==> src/rtl/freq_sweep_ctrl.sv <==
// freq_sweep_ctrl: DDS frequency controller for the 50 MHz system domain.
// Up/down keys step the frequency code. Codes up to F_FINE_MAX step by 1,
// codes above that step by F_COARSE_STEP, and both directions saturate.
// Raising learn_en saves the user code and starts a sweep from LEARN_START.
// The sweep steps on next_freq rising edges, or on the auto-dwell timer when
// AUTO_DWELL is non-zero. Lowering learn_en restores the saved code.
// Ports:
//   clk_50m, rst_n    system clock, async active-low reset
//   key_dn_n_i        down key, active-low debounced level
//   key_up_n_i        up key, active-low debounced level
//   learn_en_i        learn sweep enable (level)
//   next_freq_i       manual sweep step (rising edge)
//   freq_o            current frequency code (Hz/100)
//   pinc_o            DDS phase-increment word (quasi-static into DDS domain)
//   freq_valid_o      one-cycle pulse when pinc_o changes
//   sweep_busy_o      high while sweeping or holding at the top
//   sweep_done_o      high while holding at the top of the sweep
module freq_sweep_ctrl #(
    parameter int unsigned FREQ_W        = 16,
    parameter int unsigned PINC_W        = 24,
    parameter int unsigned PINC_MUL      = 10,
    parameter int unsigned F_MIN         = 1,
    parameter int unsigned F_FINE_MAX    = 30,
    parameter int unsigned F_COARSE_STEP = 15000,
    parameter int unsigned F_MAX         = 45000,
    parameter int unsigned LEARN_START   = 10,
    parameter int unsigned LEARN_STEP    = 2,
    parameter int unsigned AUTO_DWELL    = 0,
    parameter int unsigned DWELL_W       = 26
) (
    input  logic              clk_50m,
    input  logic              rst_n,
    input  logic              key_dn_n_i,
    input  logic              key_up_n_i,
    input  logic              learn_en_i,
    input  logic              next_freq_i,
    output logic [FREQ_W-1:0] freq_o,
    output logic [PINC_W-1:0] pinc_o,
    output logic              freq_valid_o,
    output logic              sweep_busy_o,
    output logic              sweep_done_o
);

    localparam int unsigned FW1    = FREQ_W + 1;
    localparam int unsigned CALC_W = FREQ_W + 5;

    localparam logic [FREQ_W-1:0] FMIN_C   = FREQ_W'(F_MIN);
    localparam logic [FREQ_W-1:0] FFINE_C  = FREQ_W'(F_FINE_MAX);
    localparam logic [FREQ_W-1:0] FCOARSE_C = FREQ_W'(F_COARSE_STEP);
    localparam logic [FREQ_W-1:0] FMAX_C   = FREQ_W'(F_MAX);
    localparam logic [FREQ_W-1:0] LSTART_C = FREQ_W'(LEARN_START);
    localparam logic [PINC_W-1:0] PINC_RST = PINC_W'(F_MIN * PINC_MUL + ((F_MIN + 2) >> 2));
    // Bit order {next, learn, up, dn}; keys idle high.
    localparam logic [3:0]        SYNC_RST = 4'b0011;

    typedef enum logic [1:0] {
        ST_NORM,
        ST_SWEEP,
        ST_HOLD
    } state_e;

    state_e              state_q, state_d;
    logic [FREQ_W-1:0]   freq_q, freq_d;
    logic [FREQ_W-1:0]   save_q, save_d;
    logic [DWELL_W-1:0]  dwell_q, dwell_d;
    logic [PINC_W-1:0]   pinc_q;
    logic                valid_q, busy_q, done_q;
    logic [3:0]          sync0_q, sync1_q, sync2_q;

    logic                dn_press_c, up_press_c, learn_rise_c, learn_fall_c, next_rise_c;
    logic                auto_c, step_c, in_fine_c, in_coarse_c;
    logic [FW1-1:0]      coarse_sum_c, sweep_sum_c;
    logic [CALC_W-1:0]   calc_c;
    logic [PINC_W-1:0]   pinc_c;

    // Two-flop synchronisers plus one edge-detect stage
    always_ff @(posedge clk_50m or negedge rst_n) begin
        if (!rst_n) begin
            sync0_q <= SYNC_RST;
            sync1_q <= SYNC_RST;
            sync2_q <= SYNC_RST;
        end else begin
            sync0_q <= {next_freq_i, learn_en_i, key_up_n_i, key_dn_n_i};
            sync1_q <= sync0_q;
            sync2_q <= sync1_q;
        end
    end

    assign dn_press_c   = sync2_q[0] & ~sync1_q[0];
    assign up_press_c   = sync2_q[1] & ~sync1_q[1];
    assign learn_rise_c = sync1_q[2] & ~sync2_q[2];
    assign learn_fall_c = ~sync1_q[2] & sync2_q[2];
    assign next_rise_c  = sync1_q[3] & ~sync2_q[3];

    // Auto step fires on the last dwell cycle; absent when AUTO_DWELL is 0
    generate
        if (AUTO_DWELL != 0) begin : g_auto
            assign auto_c = (dwell_q == DWELL_W'(AUTO_DWELL - 1));
        end else begin : g_manual
            assign auto_c = 1'b0;
        end
    endgenerate

    assign step_c       = next_rise_c | auto_c;
    assign in_fine_c    = (freq_q >= FMIN_C) && (freq_q <= FFINE_C);
    assign in_coarse_c  = (freq_q >= FCOARSE_C) && (freq_q <= FMAX_C);
    assign coarse_sum_c = {1'b0, freq_q} + FW1'(F_COARSE_STEP);
    assign sweep_sum_c  = {1'b0, freq_q} + FW1'(LEARN_STEP);

    // Next-state and frequency update
    always_comb begin
        state_d = state_q;
        freq_d  = freq_q;
        save_d  = save_q;
        dwell_d = dwell_q;
        case (state_q)
            ST_NORM: begin
                if (learn_rise_c) begin
                    save_d  = freq_q;
                    freq_d  = LSTART_C;
                    dwell_d = '0;
                    state_d = ST_SWEEP;
                end else if (up_press_c && !dn_press_c) begin
                    if (in_fine_c) begin
                        freq_d = (freq_q < FFINE_C) ? freq_q + FREQ_W'(1) : FCOARSE_C;
                    end else if (in_coarse_c) begin
                        freq_d = (coarse_sum_c > FW1'(F_MAX)) ? FMAX_C : coarse_sum_c[FREQ_W-1:0];
                    end else begin
                        freq_d = FCOARSE_C;
                    end
                end else if (dn_press_c && !up_press_c) begin
                    if (in_coarse_c) begin
                        freq_d = (freq_q > FCOARSE_C) ? freq_q - FCOARSE_C : FFINE_C;
                    end else if (in_fine_c) begin
                        freq_d = (freq_q > FMIN_C) ? freq_q - FREQ_W'(1) : freq_q;
                    end else begin
                        freq_d = FFINE_C;
                    end
                end
            end
            ST_SWEEP: begin
                // Exit wins over a step in the same cycle
                if (learn_fall_c) begin
                    freq_d  = save_q;
                    dwell_d = '0;
                    state_d = ST_NORM;
                end else begin
                    dwell_d = dwell_q + DWELL_W'(1);
                    if (step_c) begin
                        dwell_d = '0;
                        if (sweep_sum_c > FW1'(F_MAX)) begin
                            state_d = ST_HOLD;
                        end else begin
                            freq_d = sweep_sum_c[FREQ_W-1:0];
                        end
                    end
                end
            end
            ST_HOLD: begin
                if (learn_fall_c) begin
                    freq_d  = save_q;
                    dwell_d = '0;
                    state_d = ST_NORM;
                end
            end
            default: begin
                state_d = ST_NORM;
            end
        endcase
    end

    // pinc = f*PINC_MUL + round(f/4), saturated to the output width
    assign calc_c = CALC_W'(freq_q) * CALC_W'(PINC_MUL)
                  + ((CALC_W'(freq_q) + CALC_W'(2)) >> 2);

    generate
        if (CALC_W > PINC_W) begin : g_sat
            assign pinc_c = (|calc_c[CALC_W-1:PINC_W]) ? '1 : calc_c[PINC_W-1:0];
        end else begin : g_nosat
            assign pinc_c = PINC_W'(calc_c);
        end
    endgenerate

    // State, frequency and registered outputs
    always_ff @(posedge clk_50m or negedge rst_n) begin
        if (!rst_n) begin
            state_q <= ST_NORM;
            freq_q  <= FMIN_C;
            save_q  <= FMIN_C;
            dwell_q <= '0;
            pinc_q  <= PINC_RST;
            valid_q <= 1'b0;
            busy_q  <= 1'b0;
            done_q  <= 1'b0;
        end else begin
            state_q <= state_d;
            freq_q  <= freq_d;
            save_q  <= save_d;
            dwell_q <= dwell_d;
            pinc_q  <= pinc_c;
            valid_q <= (pinc_c != pinc_q);
            busy_q  <= (state_d != ST_NORM);
            done_q  <= (state_d == ST_HOLD);
        end
    end

    assign freq_o       = freq_q;
    assign pinc_o       = pinc_q;
    assign freq_valid_o = valid_q;
    assign sweep_busy_o = busy_q;
    assign sweep_done_o = done_q;

endmodule
==> config.mk <==
export PLATFORM = sky130hd
export DESIGN_NAME = freq_sweep_ctrl
export DESIGN_NICKNAME = d
export VERILOG_FILES = /design/src/rtl/freq_sweep_ctrl.sv
export SDC_FILE = /design/constraint.sdc
export NUM_CORES = 1
export LEC_CHECK = 0
export ABC_AREA = 1
export CAP_MARGIN = 20
export CORE_ASPECT_RATIO = 2
export CORE_UTILIZATION = 56
export CTS_BUF_LIST = sky130_fd_sc_hd__clkbuf_8
export DETAILED_ROUTE_END_ITERATION = 10
export GPL_TIMING_DRIVEN = 0
export PLACE_DENSITY = 0.86
export SLEW_MARGIN = 20
export SYNTH_ARGS = -nofsm -noshare
export SYNTH_HDL_FRONTEND = slang
export SYNTH_SLANG_ARGS = --single-unit
==> constraint.sdc <==
create_clock -name clk_50m -period 6.9 [get_ports clk_50m]
set_input_delay 1.38 -clock clk_50m [delete_from_list [all_inputs] [get_ports clk_50m]]
set_output_delay 1.38 -clock clk_50m [all_outputs]
set_load 0.02 [all_outputs]
* Word level (Yosys, flattened, before mapping)
Index checks and enable logic that the tools add are counted.
W data, S select, Z words.
** Storage, ports and cells
- Flip-flop bits (word level) :: 70
- Output and inout bits :: 43
** Cells by class
- Eq/ne operators :: 9
- Bitwise logic cells :: 10
- Reduce and logical (&&, ||, !) cells :: 11
- Muxes and demuxes :: 22
- Add/subtract/negate cells :: 7
- $lt $le $gt $ge :: 9
- $mul :: 1
** Operators with widths (count)
- $mux W16 :: 15
- $pmux W16 S3 :: 1
- $add A16 B2 Y17 const B :: 2
- $gt A17 B16 Y1 const B :: 2
- $add A20 B15 Y21 :: 1
- $ne A21 B21 Y1 :: 1
- $mul A16 B3 Y19 const B :: 1
- $add A16 B14 Y17 const B :: 1
- $add A16 B1 Y16 const B :: 1
- $ge A16 B1 Y1 const B :: 1
- $ge A16 B14 Y1 const B :: 1
- $gt A16 B1 Y1 const B :: 1
- $gt A16 B14 Y1 const B :: 1
- $le A16 B16 Y1 const B :: 1
- $le A16 B5 Y1 const B :: 1
- $lt A16 B5 Y1 const B :: 1
- $sub A16 B1 Y16 const B :: 1
- $sub A16 B14 Y16 const B :: 1
- $mux W2 :: 5
- $ne A3 B3 Y1 const B :: 2
- $ne A6 B6 Y1 const B :: 1
- $pmux W2 S3 :: 1
- $reduce_and A6 Y1 :: 1
- $and A1 B1 Y1 :: 5
- 11 further kinds :: 20

* Logic depth before layout (Yosys ltp)
Gate-level depths: netlist of run 1.
- Depth in word-level cells :: 8
- Depth in mapped cells :: 25
- Gate-level depth less buffers :: 24

* Worst setup path before layout of run 1
OpenSTA, ideal clock, no wires.
- Kind :: reg-to-reg
- Start :: register freq_q[1] (netlist: freq_o[1])
- End :: register valid_q (netlist: freq_valid_o)
- Path buffers :: 0
- Stages on the path, launching flop included :: 19
- Data arrival time :: 3649 ps
- Setup slack :: 3117 ps
- Cells stage by stage :: dfrtp_1 -> ha_1 -> ha_1 -> inv_1 -> fa_1 -> o21ai_0 -> a21oi_1 -> o21ai_0 -> xor2_1 -> ha_1 -> inv_1 -> nor3_1 -> nand2_1 -> o21ai_0 -> nand2_1 -> nor2_1 -> xnor2_1 -> xnor2_1 -> nand4_1
** Between the ends
- Cells in the longest elaborated chain, start to end :: 3
- Elaborated cells on any way between the ends :: 4
** Ends and longest elaborated chain
- start: declaration :: line 63 : logic [FREQ_W-1:0] freq_q, freq_d;
- start signal: assignment :: line 197 : freq_q <= freq_d;
- $mul A16 B3 Y19 or $add A16 B2 Y17 (tied branches) :: line 173, 174
- $add A20 B15 Y21 * :: line 174 : + ((CALC_W'(freq_q) + CALC_W'(2)) >> 2);
- named net calc_c[17] :: line 73 : logic [CALC_W-1:0] calc_c;
- $ne A21 B21 Y1 * :: line 201 : valid_q <= (pinc_c != pinc_q);
- end signal: assignment :: line 201
- end: declaration :: line 67 : logic valid_q, busy_q, done_q;
The timed path passes the listed nets; every way through them passes the cells marked *.
A chain may end at the register's enable or synchronous reset.

* Final worst setup path of run 1
Same ends and word-level chain as after synthesis.

==> summary by stage, run 1 <==
Yosys
Yosys printed 0 warnings. The mapped netlist covers 6997 sq um. Synthesis inferred 70 register bits.

The post-synthesis average cell area is 6.515 sq um. The post-synthesis cell count is 1,074. The number of unique standard cell types used by synthesis is 49. The dominant synthesized flop cell is sky130_fd_sc_hd__dfrtp_1. After synthesis, the share of flip-flops with an asynchronous set or reset is 100.0%. The synthesized design contains 0 enable-type register cells. For this run, the register share of the synthesized area comes to 25.21%.

Floorplan
The number of cell rows is 57. The die covers 12,970 sq um. The height of the chip is 160.1 microns. The horizontal die dimension is 81.04 microns. Once the floorplan was initialized, standard cells occupied 57.37% of the core. The top-level port count is 49.

The total area inside the core boundary comes to 12,200 sq um.

Setup path
In this run the critical register-to-register path is launched from freq_o[1]. For flop-to-flop paths, the worst setup slack is 2.17 ns. By startpoint and endpoint, the worst setup path is classified as reg -> reg.

The number of cells on the worst reg-to-reg path is 18. The worst setup path is captured at a register. The top cell family by delay on the critical path is compound AO/OA/AOI/OAI gates. The reg-to-reg endpoint is freq_valid_o.

The arrival time at the worst endpoint is 4.98 ns. The required time of the critical path is 7.15 ns. Together, buffers and inverters on the worst path number 2.

The cell with the biggest individual delay on the critical path is sky130_fd_sc_hd__o21ai_0. The maximum net fanout on the critical path is 8. The critical path startpoint category is a register.

The highest cell delay on the worst timing path is 0.54 ns. Walking the worst path, the cells encountered are ha_1 -> ha_1 -> inv_1 -> fa_1 -> o21ai_0 -> a21oi_1 -> o21ai_0 -> xor2_1 -> ha_1 -> inv_1 -> nor3_1 -> nand2_1 -> o21ai_0 -> nand2_1 -> nor2_1 -> xnor2_1 -> xnor2_1 -> nand4_1.

Place
The total half-perimeter wirelength after legalization and detailed placement is 18.60 mm. The port buffer count is 45. The final weighted congestion in routability-driven placement is 1.021.

Detailed routing
Dividing the detail-routed wire length by the instance count gives 18.66 microns. The iteration count of the initial detailed-routing pass is 5. The routed via count is 7,600. In this run the remaining antenna-violating nets after routing total 0.

The final wirelength is 24.00 mm. The routed via count divided by cell count is 5.910. The total DRC errors in the routed layout is 0.

The violation count after the first detailed-routing iteration is 591.

STA
The upper clock frequency limit is 0.2114 GHz. The setup-violating endpoint count in the final report is 0. The total negative slack for setup checks is 0 ns. The max-slew violation count was 0. For the pin with the worst max-slew slack, the measured transition is 0.9165 ns. The post-route minimum period is 4.730 ns.

In this run the tightest slew margin relative to its limit is 38.34%. The final number of hold-violating endpoints is 0. Hold timing on the final database bottoms out at a slack of 0.3629 ns. Setup repair after global routing left no endpoint under its margin. The final clock skew is 0.01877 ns.

In the finished design, the share of the clock period the worst path needs comes to 68.56%.

Global route
The largest net degree at the start of global routing is 54. The initial antenna violation count came to 0. The number of global-route vias before repair was 7,570. The remaining global-route overflow is 0. The global-route total usage across every layer is 39.43%. The first global-routing pass estimated 37.95 mm of wire.

CTS
The clock transition at the register clock pins on the worst setup and hold paths after CTS is 0.09 ns. In this run the deepest clock path goes through 2 buffers. The clock tree root driver cell is sky130_fd_sc_hd__clkbuf_8.

CTS built an H-tree with a depth of 3. The number of buffers added for setup after CTS is 0. The number of buffers inserted during clock tree synthesis is 9.

The TritonCTS clock tree is yes. The post-cts resize count is 0. Hold repair after CTS inserted 0 buffers.

The clock latency on the worst-skew pair is 0.38 ns. The clock sink count is 70.

Hold path
In this run the most critical hold path is launched from sync0_q[1]. The worst hold path terminates at sync1_q[1]. Along the worst hold path, the cell count comes to 0. The tightest min-delay check is of the reg -> reg type.

Run status
The run finished with clean final reports.

Run
The max capacitance violation total is 0.

Final layout
Cells with a size suffix above 1 make up 9.043% of the layout. The count of inserted antenna diode cells is 0. The area used by sequential logic in the layout is 1764 sq um.

Compared with the post-synthesis result, the final layout area differs by 12.20%. The net count of the finished layout is 1,200. The number of fill cells is 1,184. Summing all multi-input logic gate instances after layout gives 4552 sq um.
==> cell usage in the layout, fill, tap and decap left out, types with 22 or more instances in the layout <==
master                            instances
sky130_fd_sc_hd__nand2_1                328
sky130_fd_sc_hd__inv_1                  123
sky130_fd_sc_hd__nor2_1                 106
sky130_fd_sc_hd__nand3_1                103
sky130_fd_sc_hd__dfrtp_1                 60
sky130_fd_sc_hd__o21ai_0                 58
sky130_fd_sc_hd__ha_1                    58
sky130_fd_sc_hd__a21oi_1                 46
sky130_fd_sc_hd__clkdlybuf4s50_1         44
sky130_fd_sc_hd__xor2_1                  22
==> layout make-up <==
type	count	share of cell area (%)
multi-input cells	845	57.99
flip-flops and latches	70	22.47
inverters	134	6.439
repair buffers	46	6.057
plain buffers	28	2.375
well taps	147	2.343
clock buffers	10	1.753
clock inverters	6	0.5738
==> cell usage after synthesis (4+ instances only) <==
cell                       number  area [sq um]
sky130_fd_sc_hd__nor2_4         4         45.04
sky130_fd_sc_hd__nand2_2        8         50.05
sky130_fd_sc_hd__dfstp_2       10         262.8
sky130_fd_sc_hd__buf_4         12         90.09
sky130_fd_sc_hd__nand4_1       14         87.58
sky130_fd_sc_hd__xnor2_1       11         96.34
sky130_fd_sc_hd__buf_2          4         20.02
sky130_fd_sc_hd__clkbuf_1       9         33.78
sky130_fd_sc_hd__nand3b_1       8         60.06
sky130_fd_sc_hd__nor2_1       106         397.9
sky130_fd_sc_hd__nand3_1      103         515.5
sky130_fd_sc_hd__o21bai_1       5         37.54
sky130_fd_sc_hd__ha_1          58         725.7
sky130_fd_sc_hd__nor3_1         9         45.04
sky130_fd_sc_hd__o21ai_0       58         290.3
sky130_fd_sc_hd__a21oi_1       46         230.2
sky130_fd_sc_hd__nor4_1         5         31.28
sky130_fd_sc_hd__inv_2          8         30.03
sky130_fd_sc_hd__xor2_1        22         192.7
sky130_fd_sc_hd__a21oi_2       10         87.58
sky130_fd_sc_hd__dfrtp_1       60          1501
sky130_fd_sc_hd__nor2_2        15         93.84
sky130_fd_sc_hd__inv_1        123         461.7
sky130_fd_sc_hd__nand2_1      328          1231
==> per-layer routing <==
metal  up-vias  global-route usage, %  routed length (microns)
met2       374                  66.92                    12110
met5         -                      0                        0
met3       160                  8.400                     1532
met1      3476                  37.47                     7745
met4         0                  37.18                     2616
li1       3590                      -                        -
==> metrics by stage <==
stage | worst slack (ns) | util [%] | std cells | cell area [sq um]
CTS | 2.282 | 64.37 | 1286 | 7850
detailed placement | 2.323 | 62.87 | 1270 | 7667
finish | 2.170 | 64.37 | 1286 | 7850
global placement | 2.039 | 62.67 | 1269 | 7642
floorplan | 3.117 | - | 1077 | 7008
global route | 1.810 | 64.37 | 1286 | 7850
==> flip-flops by register name (all words and copies together) (netlist names) <==
register / cells
sweep_done_o: 1
sync1_q: 4
save_q: 16
freq_valid_o: 1
state_q: 2
pinc_o: 21
sync0_q: 4
freq_o: 16
sync2_q: 4
sweep_busy_o: 1
==> how the worst max path moves through the flow <==
stage                     slack [ns]  cells past startpoint       from           end
after floorplan                 3.12                     18  freq_o[1]  freq_valid_o
after global placement          2.04                      1      rst_n    freq_o[10]
after detailed placement        2.32                     18  freq_o[1]  freq_valid_o
after CTS                       2.28                     20  freq_o[1]  freq_valid_o
after global routing            1.81                     20  freq_o[1]  freq_valid_o
final                           2.17                     18  freq_o[1]  freq_valid_o
==> cell families (layout without fill, tap and decap cells) <==
family,count (synthesis),after routing,share of synthesized area (%)
adder cells (fa/ha/maj),60,60,10.94
XOR/XNOR,36,36,4.918
buffers and inverters,162,224,9.889
flip-flops,70,70,25.21
other,1,4,0.05360
AO/OA/AOI/OAI,136,136,11.36
AND/OR/NAND/NOR,609,609,37.62
Power of run 1 is left out: the tool's default activity adds up to more than one toggle a clock period on the data nets, which glitch-free logic cannot reach.
==> run 2, diff against run 1 <==
Clock period 6.9 ns to 4.9 ns, I/O delays scaled along.
==> summary by stage, run 2 (synthesis gave the netlist of run 1 again) <==
Setup path
The launching point of the worst reg2reg path is freq_o[1]. The highest cell delay on the worst timing path is 0.51 ns (-0.03 ns). The top cell family by delay on the critical path is adder cells. The largest individual stage delay along the critical path comes from the cell sky130_fd_sc_hd__dfrtp_1.

The sum of buffers and inverters on the critical path came to 2 (unchanged). The worst register-to-register path ends at freq_valid_o. The maximum net fanout on the critical path was 8 (unchanged). The setup slack of the most critical reg-to-reg path is 0.37 ns (-1.80 ns).

The cell repeated most along the worst path is sky130_fd_sc_hd__ha_1. The length in cells of the worst reg-to-reg path is 18 (unchanged). The category of the most critical setup path is reg -> reg.

The kind of capture point of the worst setup path is a register. The required time of the critical path is 5.15 ns (-2.00 ns). The arrival time at the worst endpoint is 4.78 ns (-0.20 ns). The critical path startpoint category is a register. The critical path goes through ha_1 -> ha_1 -> inv_1 -> fa_1 -> o21ai_1 -> a21oi_1 -> o21ai_0 -> xor2_1 -> ha_1 -> inv_1 -> nor3_1 -> nand2_1 -> o21ai_0 -> nand2_1 -> nor2_1 -> xnor2_1 -> xnor2_1 -> nand4_1.

Place
The instance count after placement with tap cells included is 1,270 (unchanged). The final weighted congestion in routability-driven placement is 1.021 (unchanged). The port buffer count is 45 (unchanged).

The total half-perimeter wirelength after legalization and detailed placement is 18.60 mm (unchanged).

CTS
TritonCTS built the clock tree. The number of H-tree branching levels came to 3 (unchanged). The number of buffers inserted during clock tree synthesis is 9 (unchanged). The number of buffers added for setup after CTS is 0 (unchanged). The clock latency on the worst-skew pair is 0.38 ns (about the same).

The clock sink count came to 70 (unchanged). The clock transition at the register clock pins on the worst setup and hold paths after CTS is 0.09 ns (about the same). The maximum buffer depth of the clock tree is 2 (unchanged). The clock tree root driver cell is sky130_fd_sc_hd__clkbuf_8.

Global route
The global-route total usage across every layer came to 39.43% (unchanged). The initial antenna violation count is 0 (unchanged). The number of global-route vias before repair was 7,570 (unchanged).

The largest net degree at the start of global routing is 54 (unchanged). The first-pass GRT wire length is 37.95 mm (unchanged). The remaining global-route overflow was 0 (unchanged).

Final layout
The share of final-layout standard cells stronger than drive strength 1 came to 9.043% (unchanged). The count of inserted antenna diode cells was 0 (unchanged). The synthesis-to-finish area growth is 12.20% (unchanged). The library cell used most frequently in the layout, excluding fill and tap cells, is sky130_fd_sc_hd__nand2_1. The flip-flop count of the largest register, all copies and words added is 21 (unchanged). In the layout the commonest cells are 328 x sky130_fd_sc_hd__nand2_1, 123 x sky130_fd_sc_hd__inv_1, 106 x sky130_fd_sc_hd__nor2_1. The number of fill cells is 1,184 (unchanged). The net total in the final layout is 1,200 (unchanged).

The post-route non-filler standard cell count was 1,286 (unchanged).

STA
The post-route minimum period is 4.528 ns (-0.2027 ns). The final number of hold-violating endpoints was 0 (unchanged). The total negative slack for setup checks is 0 ns (unchanged).

The max-slew violation count came to 0 (unchanged). The upper clock frequency limit is 0.2209 GHz (+4.5%). The relative slew slack is 38.46% (+0.13 points). The actual transition at the worst max-transition pin is 0.9146 ns (-0.001872 ns). The final clock skew is 0.01896 ns (+0.0001898 ns). The share of the clock period used by the worst path is 92.40% (+24 points). Setup repair after global routing left no endpoint under its margin. The setup-violating endpoint count in the final report came to 0 (unchanged).

Floorplan
The height of the chip came to 160.1 microns (unchanged). The starting density of the core is 57.37% (unchanged). The total core area came to 12,200 sq um (unchanged). The total die area is 12,970 sq um (unchanged). The top-level port count was 49 (unchanged).

The number of cell rows is 57 (unchanged). The horizontal die dimension is 81.04 microns (unchanged).

Detailed routing
The iteration count of the initial detailed-routing pass was 5 (unchanged). The violation count after the first detailed-routing iteration was 591 (unchanged). The final wirelength is 24.03 mm (about the same).

The routed via count divided by cell count is 5.908 (about the same). The total DRC errors in the routed layout is 0 (unchanged). The residual antenna-violating net count after detailed routing is 0 (unchanged). The routed via count came to 7,598 (-0.026%).

The average wire per standard cell is 18.68 microns (about the same).

Hold path
The worst hold path depth was 0 (unchanged). The worst hold path belongs to the class reg -> reg. The start point of the worst min-delay path is sync0_q[1]. The endpoint of the worst hold path is sync1_q[1].

Run status
The run finished with clean final reports.

Run
The max capacitance violation total came to 0 (unchanged).
## run 2: how the worst max path moves through the flow
stage / startpoint / endpoint / slack [ns] / cells past startpoint
2_1_floorplan: freq_o[1] / freq_valid_o / 1.12 / 18
3_3_place_gp: freq_o[1] / freq_valid_o / 0.29 / 20
3_5_place_dp: freq_o[1] / freq_valid_o / 0.32 / 18
4_1_cts: freq_o[1] / freq_valid_o / 0.28 / 20
5_1_grt: freq_o[1] / freq_valid_o / 0.03 / 20
6_report: freq_o[1] / freq_valid_o / 0.37 / 18
## run 2: layout make-up
type                            instances  area (sq um)  area share [%]
Multi-Input combinational cell        845          4552           57.99
Sequential cell                        70          1764           22.47
Inverter                              134         505.5           6.439
Timing Repair Buffer                   46         475.5           6.057
Buffer                                 28         186.4           2.375
Tap cell                              147         183.9           2.343
Clock buffer                           10         137.6           1.753
Clock inverter                          6         45.04          0.5738
## run 2: timing repair
| item | 4_1_cts | 5_1_grt |
|---|---|---|
| gates resized for setup | 0 | 1 |
| hold buffers | 0 | 0 |
| endpoints found under the setup margin | 0 | 1 |
## run 2: metal layers
layer	vias to the layer above	track usage, %	part of all wire (%)
met3	163	8.400	6.2
met2	368	66.92	50
li1	3586	-	-
met4	0	37.18	11
met1	3481	37.47	32
met5	-	0	0
## run 2: per-stage QoR
stage | cell area, sq um | util [%] | hold WS [ns] | worst slack, ns
after global routing | 7850 | 64.37 | 0.3655 | 0.02910
final | 7850 | 64.37 | 0.3630 | 0.3722
after CTS | 7850 | 64.37 | 0.3648 | 0.2817
after floorplan | 7008 | - | 0.3312 | 1.117
after detailed placement | 7667 | 62.87 | 0.3403 | 0.3231
after global placement | 7642 | 62.67 | 0.3445 | 0.2893
Power of run 2 is left out for the same reason.
